File: src/rtl/mem_stage.sv
// mem_stage: RV64 pipeline MEM stage. Issues one data-bus transaction per
// load/store, holds the pipeline until the bus acknowledges, aligns and
// extends load data, lane-places store data and byte strobes, and passes
// non-memory records through with one cycle of latency.
//
// Handshakes: a record moves across a valid/ready pair on a clock edge where
// both are high; valid must not depend on ready. The data-bus request has no
// ready: dreq_* stay stable from issue until the edge where dresp_data_ok is
// sampled high.
module mem_stage #(
  parameter int XLEN = 64,
  parameter int RW   = 5
) (
  input  logic            clk,
  input  logic            rst,
  input  logic            in_valid,
  output logic            in_ready,
  input  logic [XLEN-1:0] in_pc,
  input  logic [XLEN-1:0] in_result,
  input  logic [XLEN-1:0] in_store_data,
  input  logic [1:0]      in_mem_op,
  input  logic [1:0]      in_mem_size,
  input  logic            in_unsigned,
  input  logic [RW-1:0]   in_rd,
  input  logic            in_wen,
  output logic            out_valid,
  input  logic            out_ready,
  output logic [XLEN-1:0] out_pc,
  output logic [RW-1:0]   out_rd,
  output logic            out_wen,
  output logic [XLEN-1:0] out_data,
  output logic            out_misaligned,
  output logic            dreq_valid,
  output logic [XLEN-1:0] dreq_addr,
  output logic [1:0]      dreq_size,
  output logic [7:0]      dreq_strobe,
  output logic [XLEN-1:0] dreq_data,
  input  logic            dresp_data_ok,
  input  logic [XLEN-1:0] dresp_data
);

  typedef enum logic {IDLE = 1'b0, WAIT = 1'b1} state_t;
  state_t state, state_next;

  logic            accept;
  logic            is_mem;
  logic            misaligned;
  logic            issue;
  logic            done;
  logic [2:0]      off;
  logic [7:0]      size_mask;
  logic [XLEN-1:0] load_shift;
  logic [XLEN-1:0] load_val;

  // Record fields kept while the bus transaction is outstanding.
  logic [XLEN-1:0] pend_pc;
  logic [RW-1:0]   pend_rd;
  logic            pend_wen;
  logic            pend_store;
  logic            pend_unsigned;

  assign in_ready = (state == IDLE) && (!out_valid || out_ready);
  assign accept   = in_valid && in_ready;
  assign is_mem   = (in_mem_op == 2'd1) || (in_mem_op == 2'd2);
  assign off      = in_result[2:0];
  assign issue    = accept && is_mem && !misaligned;
  assign done     = (state == WAIT) && dresp_data_ok;

  // Alignment check and byte-mask width for the incoming access size.
  always_comb begin
    misaligned = 1'b0;
    size_mask  = 8'h01;
    case (in_mem_size)
      2'd0: begin misaligned = 1'b0;             size_mask = 8'h01; end
      2'd1: begin misaligned = in_result[0];     size_mask = 8'h03; end
      2'd2: begin misaligned = |in_result[1:0];  size_mask = 8'h0f; end
      default: begin misaligned = |in_result[2:0]; size_mask = 8'hff; end
    endcase
  end

  // Load data: shift the addressed lane down, then extend per size/signedness.
  // The outstanding request's address and size are the authoritative copy.
  always_comb begin
    load_shift = dresp_data >> {dreq_addr[2:0], 3'b000};
    load_val   = load_shift;
    case (dreq_size)
      2'd0: load_val = pend_unsigned ? {{(XLEN-8){1'b0}}, load_shift[7:0]}
                                     : {{(XLEN-8){load_shift[7]}}, load_shift[7:0]};
      2'd1: load_val = pend_unsigned ? {{(XLEN-16){1'b0}}, load_shift[15:0]}
                                     : {{(XLEN-16){load_shift[15]}}, load_shift[15:0]};
      2'd2: load_val = pend_unsigned ? {{(XLEN-32){1'b0}}, load_shift[31:0]}
                                     : {{(XLEN-32){load_shift[31]}}, load_shift[31:0]};
      default: load_val = load_shift;
    endcase
  end

  // State register.
  always_ff @(posedge clk) begin
    if (!rst) state <= IDLE;
    else      state <= state_next;
  end

  // Next state: enter WAIT on an aligned memory op, leave on bus completion.
  always_comb begin
    state_next = state;
    case (state)
      IDLE: if (issue)         state_next = WAIT;
      WAIT: if (dresp_data_ok) state_next = IDLE;
      default:                 state_next = IDLE;
    endcase
  end

  // Request registers, pending record and writeback output register.
  always_ff @(posedge clk) begin
    if (!rst) begin
      dreq_valid     <= 1'b0;
      dreq_addr      <= '0;
      dreq_size      <= '0;
      dreq_strobe    <= '0;
      dreq_data      <= '0;
      pend_pc        <= '0;
      pend_rd        <= '0;
      pend_wen       <= 1'b0;
      pend_store     <= 1'b0;
      pend_unsigned  <= 1'b0;
      out_valid      <= 1'b0;
      out_pc         <= '0;
      out_rd         <= '0;
      out_wen        <= 1'b0;
      out_data       <= '0;
      out_misaligned <= 1'b0;
    end else begin
      if (issue) begin
        dreq_valid    <= 1'b1;
        dreq_addr     <= in_result;
        dreq_size     <= in_mem_size;
        dreq_strobe   <= (in_mem_op == 2'd2) ? (size_mask << off) : 8'h00;
        dreq_data     <= (in_mem_op == 2'd2) ? (in_store_data << {off, 3'b000}) : '0;
        pend_pc       <= in_pc;
        pend_rd       <= in_rd;
        pend_wen      <= in_wen;
        pend_store    <= (in_mem_op == 2'd2);
        pend_unsigned <= in_unsigned;
      end else if (done) begin
        dreq_valid <= 1'b0;
      end

      if (accept && !issue) begin
        // Non-memory record, or memory op rejected for misalignment.
        out_valid      <= 1'b1;
        out_pc         <= in_pc;
        out_rd         <= in_rd;
        out_wen        <= is_mem ? 1'b0 : in_wen;
        out_data       <= in_result;
        out_misaligned <= is_mem;
      end else if (done) begin
        out_valid      <= 1'b1;
        out_pc         <= pend_pc;
        out_rd         <= pend_rd;
        out_wen        <= pend_store ? 1'b0 : pend_wen;
        out_data       <= pend_store ? dreq_addr : load_val;
        out_misaligned <= 1'b0;
      end else if (out_valid && out_ready) begin
        out_valid <= 1'b0;
      end
    end
  end

endmodule

File: config.mk
export PLATFORM = sky130hd
export DESIGN_NAME = mem_stage
export DESIGN_NICKNAME = d
export VERILOG_FILES = /design/src/rtl/mem_stage.sv
export SDC_FILE = /design/constraint.sdc
export NUM_CORES = 1
export LEC_CHECK = 0
export CORE_AREA = 2 2 210 212
export DETAILED_ROUTE_END_ITERATION = 8
export DIE_AREA = 0 0 212 214
export PLACE_DENSITY = 0.82
export SYNTH_ARGS = -nofsm -noshare
export SYNTH_HDL_FRONTEND = slang
export SYNTH_SLANG_ARGS = --single-unit
File: constraint.sdc
create_clock -name clk -period 6.01 [get_ports clk]
set_clock_uncertainty 0.1 [all_clocks]
set_input_delay 0.601 -clock clk [delete_from_list [all_inputs] [get_ports clk]]
set_output_delay 0.601 -clock clk [all_outputs]
set_load 0.02 [all_outputs]
## Word level (Yosys, flattened, before mapping)

Cells that the tools add are included.

- Equal/unequal tests: 6
- Multiplexer cells: 28
- Bitwise logic cells: 1
- Reductions and logical operators: 19
- Shift operators: 3

Operator list:

| operator | number |
|---|---|
| $mux W64 | 9 |
| $pmux W64 S3 | 1 |
| $shl A64 B6 Y64 | 1 |
| $shr A64 B6 Y64 | 1 |
| $pmux W8 S3 | 1 |
| $mux W1 | 12 |
| $mux W5 | 2 |
| $mux W8 | 1 |
| $shl A8 B3 Y8 | 1 |
| $logic_and A1 B1 Y1 | 7 |
| $eq A2 B1 Y1 const B | 3 |
| $eq A2 B2 Y1 const B | 3 |
| $logic_not A2 Y1 | 2 |
| $reduce_bool A2 Y1 | 2 |
| $logic_not A1 Y1 | 3 |
| $pmux W1 S3 | 1 |
| $reduce_bool A3 Y1 | 1 |
| $reduce_or A3 Y1 | 1 |
| $logic_or A1 B1 Y1 | 2 |
| $pmux W1 S2 | 1 |
| $reduce_or A2 Y1 | 1 |
| $not A1 Y1 | 1 |

- Word-level logic and storage cells: 74
- Register bits: 348
- Input port bits: 272
- Output and inout port bits: 276

## Depth between registers and ports, before layout

Gate-level depths: netlist of run 1.

- Depth after elaboration: 9
- Mapped depth: 9

## Worst setup path after synthesis of run 1

OpenSTA, ideal clock, no wires.

- Kind: in2reg
- Start: input in_mem_size[1]
- End: register out_data[31]
- Setup slack: 3.656 ns
- Required time: 5.788 ns
- Arrival: 2.132 ns
- Cell stages on the path: 8
- Cells stage by stage: buf_2 > a21o_1 > a211o_1 > buf_2 > clkbuf_1 > a22oi_1 > nor2_1 > o311a_1

- Cells in the longest elaborated chain, start to end: 7

Ends and longest elaborated chain:

| element | line | text |
|---|---|---|
| start: declaration | 22 | `input logic [1:0] in_mem_size,` |
| $eq A2 B2 Y1, or another cell as far along | 73 | `case (in_mem_size)` |
| $pmux W1 S3 * | 73 |  |
| $logic_not A1 Y1 * | 66 | `assign issue = accept && is_mem && !misaligned;` |
| $logic_and A1 B1 Y1 * | 66 |  |
| $logic_not A1 Y1 * | 148 | `if (accept && !issue) begin` |
| $logic_and A1 B1 Y1 * | 148 |  |
| $mux W64 / $reduce_bool A2 Y1 (equally long branches) | -- |  |
| end signal: assignment | 154 | `out_data <= in_result;` |
| end signal: assignment | 161 | `out_data <= pend_store ? dreq_addr : load_val;` |
| end: declaration | 31 | `output logic [XLEN-1:0] out_data,` |

Every way passes the cells marked *; elsewhere a longest branch is shown, timed or not.
A chain may end at the register's enable or synchronous reset.

## Final worst setup path of run 1

- Start: input in_result[2]
- End: register out_pc[0]

- Cells in the longest elaborated chain, start to end: 7

Ends and longest elaborated chain:

| element | line | text |
|---|---|---|
| start: declaration | 19 | `input logic [XLEN-1:0] in_result,` |
| $reduce_or A3 Y1 * | 77 | `default: begin misaligned = \|in_result[2:0]; size_mask = 8'hff; end` |
| $pmux W1 S3 * | 73 |  |
| $logic_not A1 Y1 * | 66 |  |
| $logic_and A1 B1 Y1 * | 66 |  |
| $logic_not A1 Y1 * | 148 |  |
| $logic_and A1 B1 Y1 * | 148 |  |
| $mux W64 / $reduce_bool A2 Y1 (equally long branches) | -- |  |
| end signal: assignment | 151 | `out_pc <= in_pc;` |
| end signal: assignment | 158 | `out_pc <= pend_pc;` |
| end: declaration | 28 | `output logic [XLEN-1:0] out_pc,` |

Marked as above.

==> flow_summary.ini, run 1 <==
[run_status]
status = complete, no violations

[placed_design]
dp_cells = 2952
gp_congestion = 0.969
dpl.hpwl_um = 51000
post-place-ws_ns = 1.91
port_buffers = 547

[layout]
drive_gt1_share_pct = 8.36
fin_nets = 2683
area_growth_pct = 40.5
instances_no_fill = 3027

[grt]
gr-total-overflow = 0
grt_pass1_wl_um = 108000
antenna_found_initial = 5
grt_util_all_layers_pct = 30.8
grt_max_degree = 172
grt_pass1_vias = 17600

[detailed_routing]
drtAntennaViolNets = 0
drtIter0Drc = 2165
drc = 0
routedWlPerCell_um = 24.1
via_per_inst = 6.03
routed-via-count = 18200
wl_um = 73000
firstDrtPassIters = 8

[die]
die_h_um = 214
rows = 76
core_um2 = 42900
dieArea_um2 = 45400
num_io_pins = 548
initial_utilization_pct = 39.9
die_w_um = 212

[synthesis]
synth.avg_cell_area_um2 = 8.55
synth_seq_cells = 348
synth-async-reset-ratio_pct = 0
synth_cell_types = 66
synth-compound-area-share_pct = 25.7
yosysMostFrequentCell = nand2_1
synth_common_cells = 392 x nand2_1, 348 x dfxtp_1, 243 x a21oi_1
syn-num-nets = 2273
netlist_instances = 2000
yosysTopAreaCell = dfxtp_1
synth_fa_ha_area_share_pct = 0.0732
syn_area_um2 = 17100
seq_area_frac_synth_pct = 40.7
synthXorXnorAreaFrac_pct = 0
ys_top_cells_by_area = dfxtp_1 41%, nand2_1 8.6%, a21oi_1 7.1%, mux4_2 5.8%, mux2i_1 5.6%
yosys_most_used_dff = dfxtp_1
yosys_warnings = 0
synth_top_area_share_pct = 40.7
synth_edf_count = 0
synth.mux.area_fraction_pct = 13.1
synth_top_family_by_area = compound AO/OA/AOI/OAI gates
yosys.area_share.simple_pct = 14.5

[pwr]
p_comb_share_pct = 21.2
power.density_nw_per_um2 = 267
p_sw_share_pct = 29.4
switchingPower_w = 0.00189
seqPwrFrac_pct = 39.1
max-vdd-ir-drop_mv = 0.291
intPower_w = 0.00453
leakage_nw = 8.36
power_w = 0.00641
clockPowerShare_pct = 39.7

[clock_tree]
cts-hold-fix-buffers = 0
cts_buffers = 41
ctsResizeCount = 0
clkLatencyLatePin_ns = 0.55
clockBufferDepth = 3
post_cts_buffers = 0
clock_sinks = 348
cts_tree = built
clkTransAtPathRegs_ns = 0.06
htree_levels = 2
clockRootBuffer = clkbuf_16

[critical_path]
reg2reg_depth = 7
arrival_ns = 4.01
critPathMaxStageDelay_ns = 0.84
path_delay_family = compound AO/OA/AOI/OAI gates
worst_ep_required_time_ns = 6.38
worstPathMaxFanout = 46
path_class = primary input to register
cp-start-kind = primary input
reg2reg_from = dreq_addr[1]$_SDFFE_PN0P_
path_cells = clkdlybuf4s50_1 > buf_4 > a21o_1 > a211o_2 > buf_4 > a21oi_4 > buf_12 > nand2_1 > a21oi_1
crit_path_start = in_result[2]
critical_path_buf_inv_count = 4
cp-end-kind = register
slowest_stage = a21oi_4
crit_top_cell = buf_4
cp.depth = 9

[timing]
fmaxAchievable_mhz = 275
setup_ws_ns = 2.37
tightest_slew_ns = 1.26
setup_viol = 0
hold_viol_final = 0
rsz0062_at_grt = false
setup-tns-final_ns = 0
maxSlewViolCount = 0
period_share_pct = 60.6
min_period_ns = 3.64
whs_ns = 0.262
max_slew_margin_pct = 15.9

[hold_path]
hold_path_class = primary input to register
holdPathStages = 3
hp-start = in_result[0]

[run]
timing.max_cap.violations = 0
-- path summary, 6_finish.rpt --
kind	endpoint	slack, ns
min	dreq_addr[0]$_SDFFE_PN0P_	0.26
min reg2reg	pend_pc[9]$_SDFFE_PN0P_	0.35
max	out_pc[0]$_SDFFE_PN0P_	2.37
max reg2reg	out_data[60]$_SDFFE_PN0P_	2.45
-- layout make-up --
cell class / count / area (um^2)
inverter: 15 / 63.8
tap: 585 / 732
clock buffer: 51 / 1160
sequential: 348 / 6970
timing repair buffer: 572 / 5710
fill: 3718 / 18900
antenna: 2 / 5.00
multi-input combinational: 1432 / 9190
clock inverter: 22 / 215
-- worst register-to-register path, stage by stage, from the launching register on --
cell and delay [ns]:
dfxtp_2 0.67, buf_4 0.60, mux4_2 0.46, a221oi_2 0.36, a221oi_4 0.11, buf_4 0.26, a221oi_1 0.69, o22ai_1 0.15
-- layout by cell type, fill, tap and decap left out, types with 7 or more instances in the layout --
master           instances
o22ai_1                 55
mux4_2                  44
nor3_1                  11
a221oi_1                31
o311a_1                  7
o211ai_1                 7
inv_1                   12
a22oi_1                125
a31oi_1                 57
nor2_1                  80
o21ai_0                 62
a21oi_1                242
and3_1                  44
a22o_1                  11
a211oi_1                12
clkinv_2                10
buf_4                   22
nor2b_1                 11
clkbuf_16               43
o2bb2ai_1               26
nand3_1                 18
clkdlybuf4s50_1        545
dfxtp_1                345
nand2_1                389
mux2_2                  25
mux2i_1                 95
-- through the flow --
step	instance area [um^2]	utilization [%]
2_1_floorplan	17100	-
4_1_cts	24000	56.0
3_3_place_gp	22700	52.8
5_1_grt	24000	56.0
6_report	24000	56.0
3_5_place_dp	22700	52.8
-- sequential cells by signal, summed over array words and instances, names as in the netlist, 2 cells and up --
| signal | flops |
|---|---|
| dreq_size | 2 |
| dreq_addr | 64 |
| out_rd | 5 |
| pend_pc | 64 |
| pend_rd | 5 |
| out_data | 64 |
| dreq_data | 64 |
| dreq_strobe | 8 |
| out_pc | 64 |
-- cell families (layout without fill, tap and decap cells) --
logic type,after synthesis,in the layout
adders and majority gates,1,1
and+or+nand+nor,587,587
DFF,348,348
muxes,165,165
buffers and inverters,220,660
AOI/OAI and AO/OA,679,679
other,0,2
-- routing by layer --
layer,vias to the layer above,part of all wire [%],global-route usage [%]
met2,1096,47,50.7
li1,8170,-,-
met1,8753,38,37.0
met4,6,5.4,16.0
met3,218,9.5,7.51
met5,-,0.055,0
-- power groups by stage --
stage               sequential (W)  combinational (W)  clock [W]
finish                     0.00251            0.00136    0.00255
global route               0.00252            0.00143    0.00267
CTS                        0.00251            0.00134    0.00259
detailed placement         0.00256            0.00134          0
global placement           0.00255            0.00132          0
floorplan                  0.00265           0.000594          0
Power figures use the tool's default switching activity.
==> run 2: changes to the inputs <==
clock period = 3.8 ns   (was 6.01 ns; I/O delays follow)
==> run 2 against run 1 <==
Via count grew 0.12%. Cell area grew 0.79%. Wire length grew 0.13%. Hold slack lost 0.20 ns. Largest cell class unchanged.
==> flow_summary.ini, run 2 (same netlist as run 1, synthesis figures left out) <==
[critical_path]
worstPathMaxFanout = 32
rrSetupSlack_ns = 0.77
arrival_ns = 3.34
cp-end-kind = register
reg2reg_depth = 7
worst_ep_required_time_ns = 4.11
rr_endpoint = out_data[61]$_SDFFE_PN0P_
path_class = register to register
reg2reg_from = dreq_addr[0]$_SDFFE_PN0P_
cp-start-kind = register

[detailed_routing]
wl_um = 73100
routed-via-count = 18300
routedWlPerCell_um = 24.0
drtIter0Drc = 2020
drc = 0
via_per_inst = 6.00
firstDrtPassIters = 6
drtAntennaViolNets = 0

[pwr]
power.density_nw_per_um2 = 419
intPower_w = 0.00717
leakage_nw = 8.45
switchingPower_w = 0.00298
p_sw_share_pct = 29.3
seqPwrFrac_pct = 39.0
p_comb_share_pct = 21.4
max-vdd-ir-drop_mv = 0.385
clockPowerShare_pct = 39.6

[clock_tree]
clockRootBuffer = clkbuf_16
clockBufferDepth = 3
post_cts_buffers = 0
clock_sinks = 348
cts_buffers = 40
clkTransAtPathRegs_ns = 0.06
clkLatencyLatePin_ns = 0.56
ctsResizeCount = 0
htree_levels = 2
cts-hold-fix-buffers = 0
cts_tree = built

[grt]
antenna_found_initial = 3
grt_pass1_vias = 17600
gr-total-overflow = 0
grt_pass1_wl_um = 108000
grt_max_degree = 180
grt_util_all_layers_pct = 30.6

[timing]
setup_ws_ns = 0.773
fmaxAchievable_mhz = 330
hold_viol_final = 0
tightest_slew_ns = 1.07
min_period_ns = 3.03
max_slew_margin_pct = 28.7
rsz0062_at_grt = false
setup-tns-final_ns = 0
maxSlewViolCount = 0
whs_ns = 0.0624
setup_viol = 0
period_share_pct = 79.7

[die]
initial_utilization_pct = 39.9
dieArea_um2 = 45400
num_io_pins = 548
rows = 76
die_w_um = 212
die_h_um = 214
core_um2 = 42900

[layout]
mostFrequentLayoutCell = clkdlybuf4s50_1
area_growth_pct = 41.7
fin_nets = 2700
drive_gt1_share_pct = 9.03
utilization_pct = 56.5
layout_common_cells = 545 x clkdlybuf4s50_1, 389 x nand2_1, 345 x dfxtp_1
fin_area_um2 = 24200

[hold_path]
hp-start = in_result[0]
holdPathEnd = dreq_addr[0]$_SDFFE_PN0P_
holdPathStages = 3
hold_path_class = primary input to register

[placed_design]
post-place-ws_ns = 0.605
place_area_um2 = 22800
dpl.hpwl_um = 51700
port_buffers = 547
gp_congestion = 1.01

[run]
timing.max_cap.violations = 0

[run_status]
status = complete, no violations
-- run 2: cell count changes in the layout (fill, tap and decap cells not counted), moves of 2 or more --
cell        previous run  this run
buf_4                 22        36
clkinv_2              10         4
clkinvlp_4             3         9
buf_12                 4         8
clkbuf_16             43        40
clkbuf_8               5         7
clkinv_4               3         1
-- run 2: how the worst max path moves through the flow --
| stage | cells past startpoint | to | from | slack (ns) |
|---|---|---|---|---|
| 3_3_place_gp | 7 | out_data[61]$_SDFFE_PN0P_ | dresp_data[55] | 0.70 |
| 2_1_floorplan | 7 | out_data[14]$_SDFFE_PN0P_ | dreq_addr[1]$_SDFFE_PN0P_ | 1.49 |
| 6_report | 7 | out_data[61]$_SDFFE_PN0P_ | dreq_addr[0]$_SDFFE_PN0P_ | 0.77 |
| 3_5_place_dp | 7 | out_data[61]$_SDFFE_PN0P_ | dresp_data[63] | 0.61 |
| 5_1_grt | 7 | out_data[61]$_SDFFE_PN0P_ | dreq_addr[0]$_SDFFE_PN0P_ | 0.64 |
| 4_1_cts | 7 | out_data[61]$_SDFFE_PN0P_ | dreq_addr[0]$_SDFFE_PN0P_ | 0.79 |
-- run 2: area by class of cell --
type | count | area [um^2]
multi-input combinational | 1432 | 9190
fill | 3763 | 18700
clock buffer | 50 | 1110
timing repair buffer | 590 | 5890
tap | 585 | 732
inverter | 15 | 63.8
clock inverter | 23 | 270
sequential | 348 | 6970
antenna | 1 | 2.50
-- run 2: worst max-delay path, cell delays in order (launching register included) --
cell,delay [ns]
dfxtp_2,0.61
buf_4,0.32
and4bb_2,0.36
a21boi_0,0.37
a221oi_4,0.09
buf_4,0.25
a221oi_1,0.60
o22ai_1,0.15
-- run 2: metrics by stage --
step	cells	power, W
after floorplan	2000	0.00513
after global placement	2970	0.00614
after detailed placement	2970	0.00618
after CTS	3043	0.0102
after global routing	3043	0.0105
final	3044	0.0102
-- run 2: per-layer routing --
metal,share of wire (%),up-vias,GRT usage [%],wire [um]
li1,-,8205,-,-
met1,38,8794,37.3,27600
met4,5.0,6,14.3,3640
met3,10,199,8.17,7330
met2,47,1061,50.1,34400
met5,0.055,-,0,40
-- run 2: power by group through the flow --
stage          Clock [W]  Combinational (W)  Sequential, W
2_1_floorplan          0           0.000939        0.00419
3_3_place_gp           0            0.00211        0.00403
4_1_cts          0.00409            0.00215        0.00396
5_1_grt          0.00424            0.00229        0.00398
6_report         0.00402            0.00217        0.00396
3_5_place_dp           0            0.00214        0.00404
==> run 3: changes to the inputs <==
CORE_AREA = 2 2 211 213   (was 2 2 210 212)
DIE_AREA = 0 0 213 215   (was 0 0 212 214)
PLACE_DENSITY = 0.84   (was 0.82)
clock period = 2.56 ns   (was 3.8 ns; I/O delays follow)
==> run 3 against run 2 <==
Utilization is 0.69 points higher. Flip-flop and latch count stayed put. Power is 48% higher. Largest power group is now registers. Register-to-register slack worse by 0.61 ns.
==> flow_summary.ini, run 3 (same netlist as run 1, synthesis figures left out) <==
[pwr]
p_comb_share_pct = 22.6
intPower_w = 0.0107
seqPwrFrac_pct = 39.1
clockPowerShare_pct = 38.3
leakage_nw = 8.87
switchingPower_w = 0.00437
p_sw_share_pct = 29.1
power.density_nw_per_um2 = 602
max-vdd-ir-drop_mv = 0.605

[placed_design]
post-place-ws_ns = -0.146
dpl.hpwl_um = 53700
dp_cells = 3049
gp_congestion = 0.982
port_buffers = 547

[hold_path]
hold_path_class = primary input to register
hp-start = in_result[0]
holdPathStages = 4
holdPathEnd = dreq_addr[0]$_SDFFE_PN0P_

[layout]
area_growth_pct = 45.9
mostFrequentLayoutCell = clkdlybuf4s50_1
drive_gt1_share_pct = 11.3
utilization_pct = 57.2
multi_input_area_um2 = 9190
instances_no_fill = 3126
layout_common_cells = 545 x clkdlybuf4s50_1, 389 x nand2_1, 345 x dfxtp_1
fillers = 3761
seqCellArea_um2 = 6970
fin_nets = 2772

[critical_path]
cp-end-kind = output pin
rrSetupSlack_ns = 0.16
critical_path_buf_inv_count = 2
cp-start-kind = register
slowest_stage = clkdlybuf4s50_1
path_delay_family = buffers and inverters
path_class = register to output pin
reg2reg_from = dreq_addr[2]$_SDFFE_PN0P_
arrival_ns = 2.10
critPathMaxStageDelay_ns = 0.64
rr_endpoint = out_data[61]$_SDFFE_PN0P_
worstPathMaxFanout = 9
worst_ep_required_time_ns = 2.20
reg2reg_depth = 6
path_cells = buf_4 > clkdlybuf4s50_1

[detailed_routing]
firstDrtPassIters = 7
wl_um = 74300
drc = 0
via_per_inst = 5.98
routedWlPerCell_um = 23.8
drtIter0Drc = 2051
drtAntennaViolNets = 0
routed-via-count = 18700

[clock_tree]
cts_tree = built
clkLatencyLatePin_ns = 0.55
clock_sinks = 348
clkTransAtPathRegs_ns = 0.06
post_cts_buffers = 0
htree_levels = 2
clockRootBuffer = clkbuf_16
clockBufferDepth = 3
cts_buffers = 40

[timing]
rsz0062_at_grt = false
setup_viol = 0
fmaxAchievable_mhz = 407
setup_ws_ns = 0.104
hold_viol_final = 0
maxSlewViolCount = 0
period_share_pct = 95.9
tightest_slew_ns = 1.25
max_slew_margin_pct = 16.3
setup-tns-final_ns = 0
min_period_ns = 2.46

[grt]
antenna_found_initial = 10
grt_pass1_vias = 18400
gr-total-overflow = 0
grt_pass1_wl_um = 110000
grt_max_degree = 138
grt_util_all_layers_pct = 31.1

[die]
initial_utilization_pct = 39.2
rows = 77
die_w_um = 213
die_h_um = 215
dieArea_um2 = 45800
core_um2 = 43600
num_io_pins = 548

[run]
timing.max_cap.violations = 0

[run_status]
status = complete, no violations
==> run 3: cell types whose count changed in the layout (fill, tap and decap cells not counted), moves of 5 or more <==
cell / delta
buf_12: +19
clkinvlp_4: -7
buf_4: +53
diode_2: +6
clkbuf_1: +5
==> run 3: final cells by class <==
type	instances	area share (%)
Multi-Input combinational cell	1432	36.8
Sequential cell	348	27.9
Timing Repair Buffer	662	26.7
Clock buffer	57	4.67
Tap cell	592	2.97
Clock inverter	13	0.527
Inverter	15	0.256
Antenna cell	7	0.0702
==> run 3: worst min-delay path: stages <==
cell	delay [ns]
buf_4	0.14
buf_4	0.22
nand2_1	0.09
a21oi_1	0.05
==> run 3: power groups by stage <==
stage | logic (W) | clock network, W | registers (W)
5_1_grt | 0.00358 | 0.00603 | 0.00590
2_1_floorplan | 0.00139 | 0 | 0.00622
3_3_place_gp | 0.00329 | 0 | 0.00597
6_report | 0.00339 | 0.00575 | 0.00587
4_1_cts | 0.00336 | 0.00582 | 0.00587
3_5_place_dp | 0.00334 | 0 | 0.00598
==> run 3: repair_timing <==
action | in CTS | in global routing
hold buffers | 0 | 0
setup endpoints to repair | 0 | 1
gates resized for setup | 0 | 1
hold endpoints to repair | 0 | 0
==> run 3: per-layer routing <==
layer	routed length, um	GRT usage, %	vias to the layer above
met3	7540	8.65	242
met2	34700	50.8	1165
met5	38	0	-
met4	4310	16.5	6
li1	-	-	8346
met1	27700	37.0	8940
==> run 3: worst max-delay path by stage <==
stage                         startpoint  slack, ns                   endpoint  cells after the start
3_5_place_dp                in_mem_op[0]      -0.15  dreq_data[4]$_SDFFE_PN0P_                      7
6_report       dreq_size[0]$_SDFFE_PN0P_       0.10               dreq_size[0]                      2
5_1_grt        dreq_size[0]$_SDFFE_PN0P_       0.07               dreq_size[0]                      2
4_1_cts        dreq_size[0]$_SDFFE_PN0P_       0.11               dreq_size[0]                      2
3_3_place_gp              dresp_data[55]      -0.09  out_data[32]$_SDFFE_PN0P_                      7
2_1_floorplan  dreq_addr[1]$_SDFFE_PN0P_       0.25  out_data[14]$_SDFFE_PN0P_                      7
==> run 3: metrics by stage <==
stage	instance area [um^2]	power [W]	hold slack (ns)
floorplan	17100	0.00761	0.282
global placement	23600	0.00927	0.341
detailed placement	23600	0.00932	0.346
CTS	24900	0.0151	0.129
global route	25000	0.0155	0.160
finish	25000	0.0150	0.150
